### src/rtl/key_ff_bank_pkg.sv
// Shared definitions for the key/LED flip-flop bank: LED mode encoding and
// the helpers that turn clock/timing parameters into cycle counts and widths.
package key_ff_bank_pkg;

  // Per-channel LED register behaviour, two bits per channel on the mode bus.
  typedef enum logic [1:0] {
    MODE_LEVEL  = 2'b00,
    MODE_TOGGLE = 2'b01,
    MODE_SR     = 2'b10,
    MODE_SAMPLE = 2'b11
  } mode_e;

  localparam int MAX_CHANNELS = 16;

  // Debounce length in clock cycles.
  function automatic int calc_db(input int clk_hz, input int debounce_ms);
    return (clk_hz / 1000) * debounce_ms;
  endfunction

  // Blink half period in clock cycles.
  function automatic int calc_half(input int clk_hz, input int blink_hz);
    return clk_hz / (2 * blink_hz);
  endfunction

  // Counter width able to hold 0..n-1, never narrower than one bit.
  function automatic int cnt_width(input int n);
    return (n <= 2) ? 1 : $clog2(n);
  endfunction

endpackage

### src/rtl/key_debounce.sv
// One pushbutton channel: two-flop synchroniser (inverted to an active-high
// pressed level), debounce counter and a one-cycle press pulse. The next-state
// stable level and rising pulse are exported so the LED logic in the parent
// can update on the same edge that registers the press.
module key_debounce
  import key_ff_bank_pkg::*;
#(
  parameter int DB = 4,
  parameter int CW = 2
) (
  input  logic clk_i,
  input  logic rst_i,
  input  logic key_n_i,
  output logic stable_o,
  output logic stable_nxt_o,
  output logic press_o,
  output logic rise_nxt_o
);

  localparam logic [CW-1:0] DB_LAST = CW'(DB - 1);

  logic [1:0]    sync_q;
  logic          stable_q, stable_d;
  logic [CW-1:0] cnt_q, cnt_d;
  logic          press_q, rise_d;

  // Count consecutive cycles where the synced level disagrees with the
  // debounced level; accept the new level after DB of them.
  always_comb begin
    stable_d = stable_q;
    cnt_d    = '0;
    if (sync_q[1] != stable_q) begin
      if (cnt_q == DB_LAST) begin
        stable_d = sync_q[1];
      end else begin
        cnt_d = cnt_q + CW'(1);
      end
    end
    rise_d = stable_d & ~stable_q;
  end

  // Synchroniser, debounce state and press pulse registers.
  always_ff @(posedge clk_i) begin
    if (rst_i) begin
      sync_q   <= 2'b00;
      stable_q <= 1'b0;
      cnt_q    <= '0;
      press_q  <= 1'b0;
    end else begin
      sync_q   <= {sync_q[0], ~key_n_i};
      stable_q <= stable_d;
      cnt_q    <= cnt_d;
      press_q  <= rise_d;
    end
  end

  assign stable_o     = stable_q;
  assign stable_nxt_o = stable_d;
  assign press_o      = press_q;
  assign rise_nxt_o   = rise_d;

endmodule

### src/rtl/key_ff_bank.sv
// Multi-channel key-to-LED bank. Each key is debounced in its own
// key_debounce instance; a shared divider produces the visible blink clock
// and a one-cycle tick used by channels in sample mode.
module key_ff_bank
  import key_ff_bank_pkg::*;
#(
  parameter int CLK_HZ      = 50_000_000,
  parameter int BLINK_HZ    = 1,
  parameter int DEBOUNCE_MS = 20,
  parameter int CHANNELS    = 4
) (
  input  logic                  clk50M,
  input  logic                  rst,
  input  logic [CHANNELS-1:0]   keys_n,
  input  logic [2*CHANNELS-1:0] mode,
  input  logic [CHANNELS-1:0]   clr,
  output logic                  ledCLK,
  output logic [CHANNELS-1:0]   ledQ,
  output logic [CHANNELS-1:0]   press
);

  localparam int DB     = calc_db(CLK_HZ, DEBOUNCE_MS);
  localparam int HALF   = calc_half(CLK_HZ, BLINK_HZ);
  localparam int DB_W   = cnt_width(DB);
  localparam int HALF_W = cnt_width(HALF);
  localparam logic [HALF_W-1:0] HALF_LAST = HALF_W'(HALF - 1);

  // Parameter sanity: stop elaboration on impossible timing or channel count.
  if (DB < 1) begin : g_bad_db
    $error("key_ff_bank: debounce length must be at least one cycle");
  end
  if (HALF < 1) begin : g_bad_half
    $error("key_ff_bank: blink half period must be at least one cycle");
  end
  if (CHANNELS < 1 || CHANNELS > MAX_CHANNELS) begin : g_bad_ch
    $error("key_ff_bank: CHANNELS must be in 1..16");
  end

  logic [CHANNELS-1:0] stable;
  logic [CHANNELS-1:0] stable_nxt;
  logic [CHANNELS-1:0] rise_nxt;

  for (genvar g = 0; g < CHANNELS; g++) begin : g_ch
    key_debounce #(
      .DB (DB),
      .CW (DB_W)
    ) u_db (
      .clk_i        (clk50M),
      .rst_i        (rst),
      .key_n_i      (keys_n[g]),
      .stable_o     (stable[g]),
      .stable_nxt_o (stable_nxt[g]),
      .press_o      (press[g]),
      .rise_nxt_o   (rise_nxt[g])
    );
  end

  logic [HALF_W-1:0] blink_cnt_q, blink_cnt_d;
  logic              ledclk_q, ledclk_d;
  logic              tick;

  // Blink divider: wrap at HALF-1, toggle the blink clock and emit a tick.
  always_comb begin
    tick        = (blink_cnt_q == HALF_LAST);
    blink_cnt_d = tick ? '0 : blink_cnt_q + HALF_W'(1);
    ledclk_d    = tick ? ~ledclk_q : ledclk_q;
  end

  // Blink divider registers.
  always_ff @(posedge clk50M) begin
    if (rst) begin
      blink_cnt_q <= '0;
      ledclk_q    <= 1'b0;
    end else begin
      blink_cnt_q <= blink_cnt_d;
      ledclk_q    <= ledclk_d;
    end
  end

  logic [CHANNELS-1:0] ledq_q, ledq_d;

  // Per-channel LED next state. Level/toggle/SR react to the debounced value
  // being registered this edge; sample mode takes the current debounced
  // value on the blink tick, like a flip-flop clocked by ledCLK.
  always_comb begin
    ledq_d = ledq_q;
    for (int i = 0; i < CHANNELS; i++) begin
      case (mode_e'(mode[2*i +: 2]))
        MODE_LEVEL:  ledq_d[i] = stable_nxt[i];
        MODE_TOGGLE: if (rise_nxt[i]) ledq_d[i] = ~ledq_q[i];
        MODE_SR: begin
          if (clr[i])           ledq_d[i] = 1'b0;
          else if (rise_nxt[i]) ledq_d[i] = 1'b1;
        end
        MODE_SAMPLE: if (tick) ledq_d[i] = stable[i];
        default:     ledq_d[i] = ledq_q[i];
      endcase
    end
  end

  // LED registers.
  always_ff @(posedge clk50M) begin
    if (rst) begin
      ledq_q <= '0;
    end else begin
      ledq_q <= ledq_d;
    end
  end

  assign ledCLK = ledclk_q;
  assign ledQ   = ledq_q;

endmodule

### config.mk
export PLATFORM = sky130hd
export DESIGN_NAME = key_ff_bank
export DESIGN_NICKNAME = d
export VERILOG_FILES = /design/src/rtl/key_ff_bank_pkg.sv /design/src/rtl/key_debounce.sv /design/src/rtl/key_ff_bank.sv
export SDC_FILE = /design/constraint.sdc
export NUM_CORES = 1
export LEC_CHECK = 0
export CAP_MARGIN = 20
export CORE_MARGIN = 1.5
export CORE_UTILIZATION = 65
export CTS_CLUSTER_SIZE = 12
export DETAILED_ROUTE_END_ITERATION = 8
export PLACE_DENSITY = 0.88
export RECOVER_POWER = 50
export SLEW_MARGIN = 20
export SYNTH_ARGS = -nofsm -noshare
export SYNTH_HDL_FRONTEND = slang
export SYNTH_SLANG_ARGS = --single-unit
### constraint.sdc
create_clock -name clk50M -period 5.17 [get_ports clk50M]
set_clock_uncertainty 0.2 [all_clocks]
set_input_delay 1.034 -clock clk50M [delete_from_list [all_inputs] [get_ports clk50M]]
set_output_delay 1.034 -clock clk50M [all_outputs]
set_load 0.03 [all_outputs]
==> results.yml, run 1 <==
synth:
  synth_top_family_by_area: "simple AND/OR/NAND/NOR gates"
  syn-cell-area_mm2: 0.00579
  syn_avg_cell_area_um2: 8.60
  yosysSeqAreaShare_pct: 43.5
  synth_top_area_cell: "dfxtp_1"
  synth_area_leaders: "dfxtp_1, nor2_1, xor2_1, xnor2_1, nand2_1"
  synthXorXnorAreaFrac_pct: 14.8
  synth_edf_count: 0
  synth_compound_area_share_pct: 4.19
  synth-simple-area-share_pct: 32.6
  synth_cell_types: 56
  synthCells: 674
  synth-adder-area-share_pct: 1.08
  synth-seq-cells: 126
  synth_nets: 697
  synth_top_area_share_pct: 43.5
  synth_ff_type: "dfxtp_1"
  synth_warnings: 0
  synthMuxAreaShare_pct: 0.734
  ys_async_sr_fraction_pct: 0
final_layout:
  design_area_mm2: 0.00667
  fillers: 588
  drive_gt1_share_pct: 5.87
  layout.cells.non_filler: 824
  num_antenna_cells: 0
  nNetsFinal: 726
  syn_to_final_growth_pct: 15.2
floorplan:
  initial_utilization_pct: 66.8
  pin_count: 27
  die-area_mm2: 0.00949
  fp.dieH_um: 97.4
  fp.coreArea_mm2: 0.00868
  die_w_um: 97.4
  core.rowCount: 34
clock_tree:
  post_cts_buffers: 0
  hold_buffers: 0
  tritoncts: "yes"
  clock_latency_ns: 0.54
  cts_buffers: 17
  cts_resized: 0
  h-tree-depth: 4
  cts_buffer_depth: 2
  cts-root-buf: "clkbuf_8"
  clk_pin_slew_ns: 0.06
  cts_num_sinks: 126
placement:
  io_buffer_count: 26
  place_congestion: 0.841
  dpl.cell_count: 792
  dpl_cell_area_mm2: 0.00609
  dp_slack_ns: 1.76
  dp_hpwl_mm: 8.14
routing:
  dr.pass1.iters: 5
  vias: 4879
  avgRoutedWirePerCell_um: 15.5
  wl_mm: 12.8
  avgViaCountPerCell: 5.92
  drtIter0Drc: 297
  ant_nets: 0
  drcViolationCount: 0
power:
  ir_worst_vdd_uv: 208
  p_leak_uw: 0.00215
  p_per_area_mw_per_mm2: 340
timing:
  setup_tns_ns: 0
  fin_crit_sh_pct: 64.4
  tightest_slew_ns: 1.05
  maxSlewHeadroom_pct: 30.1
  maxSlewViolCount: 0
  setup_ws_ns: 1.84
  final.min_clock_period_ns: 3.33
  fin_hold_ws_ns: 0.237
  rsz0062_at_grt: "false"
  setup_viol: 0
  hold_violations: 0
  max_freq_ghz: 0.300
critical_path:
  crit_buf_inv: 3
  cp_slowest_stage_delay_ns: 1.10
  critPathKind: "primary input to flop"
  worstPathArrival_ns: 3.51
  worstPathRequired_ns: 5.35
  crit_family: "buffers and inverters"
  worstPathCellList: "dlygate4sd3_1, inv_1, o21ai_0, clkbuf_1, nor2_1"
  endpoint_kind: "flop"
  slowest_stage: "dlygate4sd3_1"
  critical_path.max_fanout: 25
  worst_setup_path_start_kind: "primary input"
outcome:
  status: "finished clean"
global_route:
  grt_usage_pct: 27.9
  grt.overflow.total: 0
  grt_first_pass_wirelength_mm: 21.4
  first_global_vias: 4674
  antenna_found_initial: 0
  grt_start_max_net_pins: 26
job:
  cap_viol_max_count: 0
worst_hold_path:
  worstHoldPathType: "flop to flop"
## report_power, final
group	switching (µW)	internal [µW]	total, µW
Combinational	38.5	31.6	70.1
Sequential	7.89	980	988
Clock	450	762	1210
## worst paths after layout
| path | slack [ns] | depth (start not counted) | startpoint | endpoint |
|---|---|---|---|---|
| worst min-delay path | 0.24 | 1 | g_ch[2].u_db.sync_q[0] | g_ch[2].u_db.sync_q[1] |
| worst max register to register | 2.44 | 6 | blink_cnt_q[0] | blink_cnt_q[17] |
| worst max-delay path | 1.84 | 5 | rst | blink_cnt_q[17] |
| worst min register to register | 0.24 | 1 | g_ch[2].u_db.sync_q[0] | g_ch[2].u_db.sync_q[1] |
## cells in the mapped netlist (3+ instances only)
cell      number
nor2_1       132
dfxtp_1      126
nand2_1       56
xor2_1        52
xnor2_1       46
nand3_1       35
nand4_1       27
nor3_1        22
inv_1         17
and3_1        15
nor4_1        13
nor4b_1       12
o21ai_0       10
a21oi_1        9
buf_4          7
nor2b_1        7
and4_1         6
clkbuf_1       6
nor4bb_1       6
or3_1          6
ha_1           5
or2_2          5
nor3b_1        4
or4_1          4
and2_1         3
o211ai_1       3
## per-layer routing
layer	track usage, %	wire length, µm	vias up
met2	49.9	6630	144
met3	5.76	575	25
met5	0	0	-
met1	32.5	5350	2321
met4	11.4	243	0
li1	-	-	2389
## layout make-up
cell class              instances  area [µm²]  area share (%)
inverters                      17        63.8           0.956
flip-flops and latches        126        2520            37.8
multi-input cells             514        3080            46.2
well taps                     108         135            2.02
repair buffers                 27         264            3.96
clock inverters                12         161            2.42
clock buffers                  20         445            6.67
## cell usage in the layout (no fill, tap or decap), types with 3 or more instances in the layout
cell type,count
xnor2_1,46
a21oi_1,9
nor2_1,132
dlygate4sd3_1,5
nand3_1,35
o21ai_0,11
and2_1,3
or3_1,6
o211ai_1,3
dfxtp_1,126
nor4_1,13
a211oi_1,3
or4_1,6
or2_2,5
clkdlybuf4s50_1,21
and4_1,6
nor4b_1,12
clkbuf_16,16
nand4_1,27
xor2_1,52
nor4bb_1,6
bufinv_16,3
nand2_1,57
inv_1,17
nor3_1,22
clkbuf_8,3
and3_1,15
ha_1,5
nor2b_1,7
clkinvlp_4,6
nor3b_1,4
## cells by family after synthesis
logic type,count (synthesis)
AOI/OAI and AO/OA,37
muxes,4
xor gates and xnor gates,98
buffers and inverters,34
adders and majority gates,5
and+or+nand+nor,370
DFF,126
## registers in the layout, indices dropped and copies added, names as in the netlist
name / flops
blink_cnt_q: 25
g_ch.u_db.press_o: 4
ledCLK: 1
g_ch.u_db.sync_q: 8
g_ch.u_db.cnt_q: 80
g_ch.u_db.stable_o: 4
ledQ: 4
## through the flow
| step | total power (µW) | utilization (%) |
|---|---|---|
| floorplan | 1050 | - |
| global placement | 1070 | 70.1 |
| detailed placement | 1080 | 70.1 |
| CTS | 2270 | 77.1 |
| global route | 2320 | 76.9 |
| finish | 2270 | 76.9 |
Power figures use the tool's default switching activity.
==> run 2, diff against run 1 <==
Settings changed: CORE_UTILIZATION 65 to 60, PLACE_DENSITY 0.88 to 0.82.
Clock period 5.17 ns to 3.45 ns, I/O delays scaled along.
==> run 2 against run 1 <==
Cell count rose by 2.7%. Non-clock buffer count rose by 1. Sequential power rose by 50%. Sequential cell count did not move. Sequential share of layout area fell by 0.25 points. Register-to-register slack got worse by 1.7 ns. Final area rose by 0.67%. Clock-buffer cell count fell by 2. Via count fell by 1.7%.
==> results.yml, run 2 (same netlist as run 1, synthesis figures left out) <==
outcome:
  status: "finished clean"
critical_path:
  cp_slowest_stage_delay_ns: 0.79
  cp-endpoint: "blink_cnt_q[23]"
  worst_setup_path_start_kind: "flop"
  r2r-start: "blink_cnt_q[0]"
  endpoint_kind: "flop"
  worstPathArrival_ns: 2.82
  worstPathRequired_ns: 3.61
  slowest_stage: "clkbuf_1"
  critical_path.max_fanout: 25
  critPathKind: "flop to flop"
  reg2reg_slack_ns: 0.79
  worstPathCellList: "ha_1, and4_1, nand3_1, o21ai_0, clkbuf_1, nor2_1"
  worstReg2RegEnd: "blink_cnt_q[23]"
  crit_start: "blink_cnt_q[0]"
  r2r_cells: 6
timing:
  final.min_clock_period_ns: 2.66
  rsz0062_at_grt: "false"
  maxSlewHeadroom_pct: 23.7
  hold_violations: 0
  setup_viol: 0
  max_freq_ghz: 0.376
  fin_crit_sh_pct: 77.2
  maxSlewViolCount: 0
  tightest_slew_ns: 1.14
  setup_tns_ns: 0
global_route:
  grt_util_met3_pct: 5.31
  first_global_vias: 4670
  met1_usage_pct: 30.4
  grt_start_max_net_pins: 26
  top_usage_layer: "met2"
  grt.overflow.total: 0
  grt_usage_pct: 25.8
  antenna_found_initial: 0
  grt_first_pass_wirelength_mm: 21.0
  grt.met2_usage_pct: 45.5
power:
  combPwrFrac_pct: 3.0
  p_int_uw: 2710
  swShare_pct: 21.2
  p_per_area_mw_per_mm2: 511
  p_leak_uw: 0.00217
  power.share.sequential_pct: 43.1
  p_switching_uw: 727
  clockPowerShare_pct: 53.9
  ir_worst_vdd_uv: 326
final_layout:
  nNetsFinal: 727
  largest_register_ffs: 80
  syn_to_final_growth_pct: 16.0
  top_register: "g_ch.u_db.cnt_q"
  most-common-layout-cells: "nor2_1, dfxtp_1, nand2_1"
  drive_gt1_share_pct: 6.00
  reg.largest.list: "g_ch.u_db.cnt_q: 80 flops, blink_cnt_q: 25 flops, g_ch.u_db.sync_q: 8 flops"
  final_common_cell: "nor2_1"
  finish.utilization_pct: 72.4
  num_antenna_cells: 0
job:
  cap_viol_max_count: 0
routing:
  drtIter0Drc: 192
  wl_mm: 12.1
  dr.pass1.iters: 5
  vias: 4795
  drcViolationCount: 0
  avgViaCountPerCell: 5.67
  avgRoutedWirePerCell_um: 14.3
  ant_nets: 0
floorplan:
  initial_utilization_pct: 62.4
  core.rowCount: 35
  die-area_mm2: 0.0103
  fp.dieH_um: 101
  fp.coreArea_mm2: 0.00928
  die_w_um: 101
  pin_count: 27
clock_tree:
  post_cts_buffers: 0
  cts-root-buf: "clkbuf_8"
  tritoncts: "yes"
  clock_latency_ns: 0.52
  cts_buffers: 17
  cts_num_sinks: 126
  cts_buffer_depth: 2
  h-tree-depth: 4
  clk_pin_slew_ns: 0.06
  hold_buffers: 0
  cts_resized: 0
placement:
  place_congestion: 0.874
  io_buffer_count: 26
  dp_hpwl_mm: 7.80
worst_hold_path:
  worstHoldPathType: "flop to flop"
-- run 2: final cells by class --
class | instances | area, µm²
inverters | 17 | 63.8
clock buffers | 18 | 428
well taps | 129 | 161
flip-flops and latches | 126 | 2520
multi-input cells | 514 | 3080
fillers | 687 | 2560
repair buffers | 28 | 268
clock inverters | 14 | 191
-- run 2: worst min-delay path by stage --
| stage | from | endpoint | slack (ns) | cells past startpoint |
|---|---|---|---|---|
| floorplan | g_ch[0].u_db.sync_q[0] | g_ch[0].u_db.sync_q[1] | 0.21 | 1 |
| global placement | g_ch[3].u_db.sync_q[0] | g_ch[3].u_db.sync_q[1] | 0.22 | 1 |
| detailed placement | g_ch[1].u_db.sync_q[0] | g_ch[1].u_db.sync_q[1] | 0.23 | 1 |
| CTS | g_ch[1].u_db.sync_q[0] | g_ch[1].u_db.sync_q[1] | 0.25 | 1 |
| global route | g_ch[1].u_db.sync_q[0] | g_ch[1].u_db.sync_q[1] | 0.27 | 1 |
| finish | g_ch[1].u_db.sync_q[0] | g_ch[1].u_db.sync_q[1] | 0.24 | 1 |
-- run 2: per-layer routing --
metal | up-vias | part of all wire, %
met2 | 106 | 52
met1 | 2278 | 43
met3 | 21 | 3.6
li1 | 2390 | -
met5 | - | 0
met4 | 0 | 1.6
-- run 2: power by group through the flow --
stage | sequential, µW | clock, µW | combinational, µW
4_1_cts | 1480 | 1870 | 106
6_report | 1480 | 1850 | 103
3_3_place_gp | 1510 | 0 | 101
5_1_grt | 1480 | 1940 | 114
2_1_floorplan | 1520 | 0 | 53.5
3_5_place_dp | 1510 | 0 | 105
-- run 2: worst max-delay path: cells and delay by family, from the launching register on --
| kind | cells | cell delay [ns] |
|---|---|---|
| adders and majority gates | 1 | 0.24 |
| DFF | 1 | 0.37 |
| buffers and inverters | 1 | 0.79 |
| AOI/OAI and AO/OA | 1 | 0.23 |
| and+or+nand+nor | 3 | 0.68 |
-- run 2: metrics by stage --
step           setup slack [ns]  hold slack, ns  total power, µW  cell area [µm²]  cells
2_1_floorplan              1.27           0.214             1570             5790    674
3_3_place_gp              0.984           0.219             1610             6120    814
3_5_place_dp              0.926           0.228             1620             6120    814
4_1_cts                   0.877           0.246             3450             6740    846
5_1_grt                   0.497           0.265             3540             6720    846
6_report                  0.787           0.243             3430             6720    846
==> run 3, diff against run 2 <==
Settings changed: CORE_UTILIZATION 60 to 54, PLACE_DENSITY 0.82 to 0.78.
Clock period 3.45 ns to 2.2 ns, I/O delays scaled along.
==> run 3 against run 2 <==
Worst hold slack worse by 0.023 ns. The run now ends with negative setup slack left. Setup slack got worse by 0.81 ns. First-iteration DRC count up 37%. Critical path depth fell by 1. Global-route usage is 2.6 points lower. Sequential power rose by 57%.
==> results.yml, run 3 (same netlist as run 1, synthesis figures left out) <==
timing:
  fin_crit_sh_pct: 101
  maxSlewViolCount: 0
  max_freq_ghz: 0.450
  rsz0062_at_grt: "true"
  final.min_clock_period_ns: 2.22
  tightest_slew_ns: 0.639
  maxSlewHeadroom_pct: 57.0
  setup_viol: 1
  setup_tns_ns: -0.0247
  setup_ws_ns: -0.0247
  hold_violations: 0
worst_hold_path:
  hold_end: "g_ch[3].u_db.sync_q[0]"
  hold-path-cell-count: 2
  holdCritStartpoint: "keys_n[3]"
  worstHoldPathType: "primary input to flop"
global_route:
  first_global_vias: 4820
  antenna_found_initial: 0
  grt_first_pass_wirelength_mm: 21.1
  grt_start_max_net_pins: 26
  grt_usage_pct: 23.2
  grt.overflow.total: 0
final_layout:
  nNetsFinal: 759
  final-seq-area_mm2: 0.00252
  num_antenna_cells: 0
  reg.largest.list: "g_ch.u_db.cnt_q: 80 flops, blink_cnt_q: 25 flops, g_ch.u_db.sync_q: 8 flops"
  largest_register_ffs: 80
  syn_to_final_growth_pct: 20.4
  fillers: 841
  top_register: "g_ch.u_db.cnt_q"
  drive_gt1_share_pct: 11.5
  most-common-layout-cells: "nor2_1, dfxtp_1, nand2_1"
  final_common_cell: "nor2_1"
  multi_input_area_mm2: 0.00313
  layout.cells.non_filler: 885
routing:
  drtIter0Drc: 263
  wl_mm: 12.4
  dr.pass1.iters: 5
  ant_nets: 0
  avgViaCountPerCell: 5.54
  vias: 4907
  avgRoutedWirePerCell_um: 14.0
  drcViolationCount: 0
clock_tree:
  cts_buffer_depth: 2
  cts_buffers: 17
  tritoncts: "yes"
  cts-root-buf: "clkbuf_8"
  hold_buffers: 0
  cts_num_sinks: 126
  clock_latency_ns: 0.52
  post_cts_buffers: 0
  h-tree-depth: 4
  clk_pin_slew_ns: 0.06
floorplan:
  pin_count: 27
  fp.dieH_um: 107
  fp.coreArea_mm2: 0.0104
  initial_utilization_pct: 55.9
  die_w_um: 107
  core.rowCount: 37
  die-area_mm2: 0.0114
critical_path:
  reg2reg_slack_ns: -0.02
  r2r-start: "g_ch[0].u_db.cnt_q[13]"
  worst_setup_path_start_kind: "flop"
  critPathKind: "flop to flop"
  worstPathRequired_ns: 2.40
  r2r_cells: 5
  endpoint_kind: "flop"
  worstReg2RegEnd: "ledQ[0]"
  worstPathArrival_ns: 2.42
  critical_path.max_fanout: 5
power:
  p_leak_uw: 0.00232
  finalPower_uw: 5040
  ir_worst_vdd_uv: 684
  p_per_area_mw_per_mm2: 722
placement:
  dpl.cell_count: 853
  place_congestion: 0.855
  dp_hpwl_mm: 8.51
  io_buffer_count: 26
outcome:
  failed_checks: "negative setup slack"
  status: "finished with violations"
job:
  cap_viol_max_count: 0
-- run 3: cell types whose count changed in the layout (fill, tap and decap cells not counted), sizes merged --
| cell | before | now |
|---|---|---|
| bufinv | 4 | 0 |
| inv | 18 | 17 |
| clkbuf | 20 | 24 |
| dlygate4sd2 | 0 | 5 |
| clkinvlp | 4 | 6 |
| dlygate4sd3 | 5 | 0 |
| clkinv | 5 | 3 |
| buf | 0 | 33 |
-- run 3: repair_timing --
item / 4_1_cts / 5_1_grt
pin swaps: 0 / 2
endpoints found under the setup margin: 6 / 44
resized for setup: 6 / 8
-- run 3: metrics by stage --
step / instance area [µm²] / utilization [%] / setup WS, ns / hold slack (ns)
4_1_cts: 6950 / 67.0 / 0.0105 / 0.201
6_report: 6980 / 67.3 / -0.0247 / 0.220
3_5_place_dp: 6410 / 61.8 / -0.0274 / 0.226
2_1_floorplan: 5790 / - / 0.0161 / 0.214
3_3_place_gp: 6410 / 61.8 / 0.0476 / 0.222
5_1_grt: 6980 / 67.3 / -0.0808 / 0.197
-- run 3: metal layers --
layer  global-route usage, %  share of wire, %  vias to the layer above
met5                       0                 0                        -
met4                    8.48              0.94                        0
met3                    6.63               3.6                       11
met2                    41.8                52                       87
met1                    25.9                43                     2358
li1                        -                 -                     2451
-- run 3: layout make-up --
type | instances | share of cell area, %
multi-input combinational | 514 | 44.8
clock buffer | 23 | 6.98
inverter | 17 | 0.915
tap | 136 | 2.44
timing repair buffer | 60 | 7.78
sequential | 126 | 36.2
clock inverter | 9 | 0.861
-- run 3: power by group --
| part | switching (µW) | internal (µW) |
|---|---|---|
| clock | 1020 | 1530 |
| sequential | 17.0 | 2300 |
| combinational | 91.6 | 83.6 |
| total | 1120 | 3910 |
-- run 3: worst max-delay path, cell delays in order (launching register included) --
cell and delay, ns:
dfxtp_1 0.30, or4b_1 0.54, or4_4 0.58, o211a_1 0.24, nor3_2 0.15, a211oi_1 0.09
-- run 3: worst max-delay path by stage --
stage	cells after the start	slack [ns]	endpoint	start
after floorplan	7	0.02	g_ch[0].u_db.cnt_q[19]	g_ch[0].u_db.cnt_q[15]
after global placement	5	0.05	ledQ[0]	g_ch[0].u_db.cnt_q[15]
after detailed placement	5	-0.03	ledQ[0]	g_ch[0].u_db.cnt_q[15]
after CTS	6	0.01	ledQ[1]	g_ch[1].u_db.cnt_q[1]
after global routing	5	-0.08	ledQ[0]	g_ch[0].u_db.cnt_q[13]
final	5	-0.02	ledQ[0]	g_ch[0].u_db.cnt_q[13]
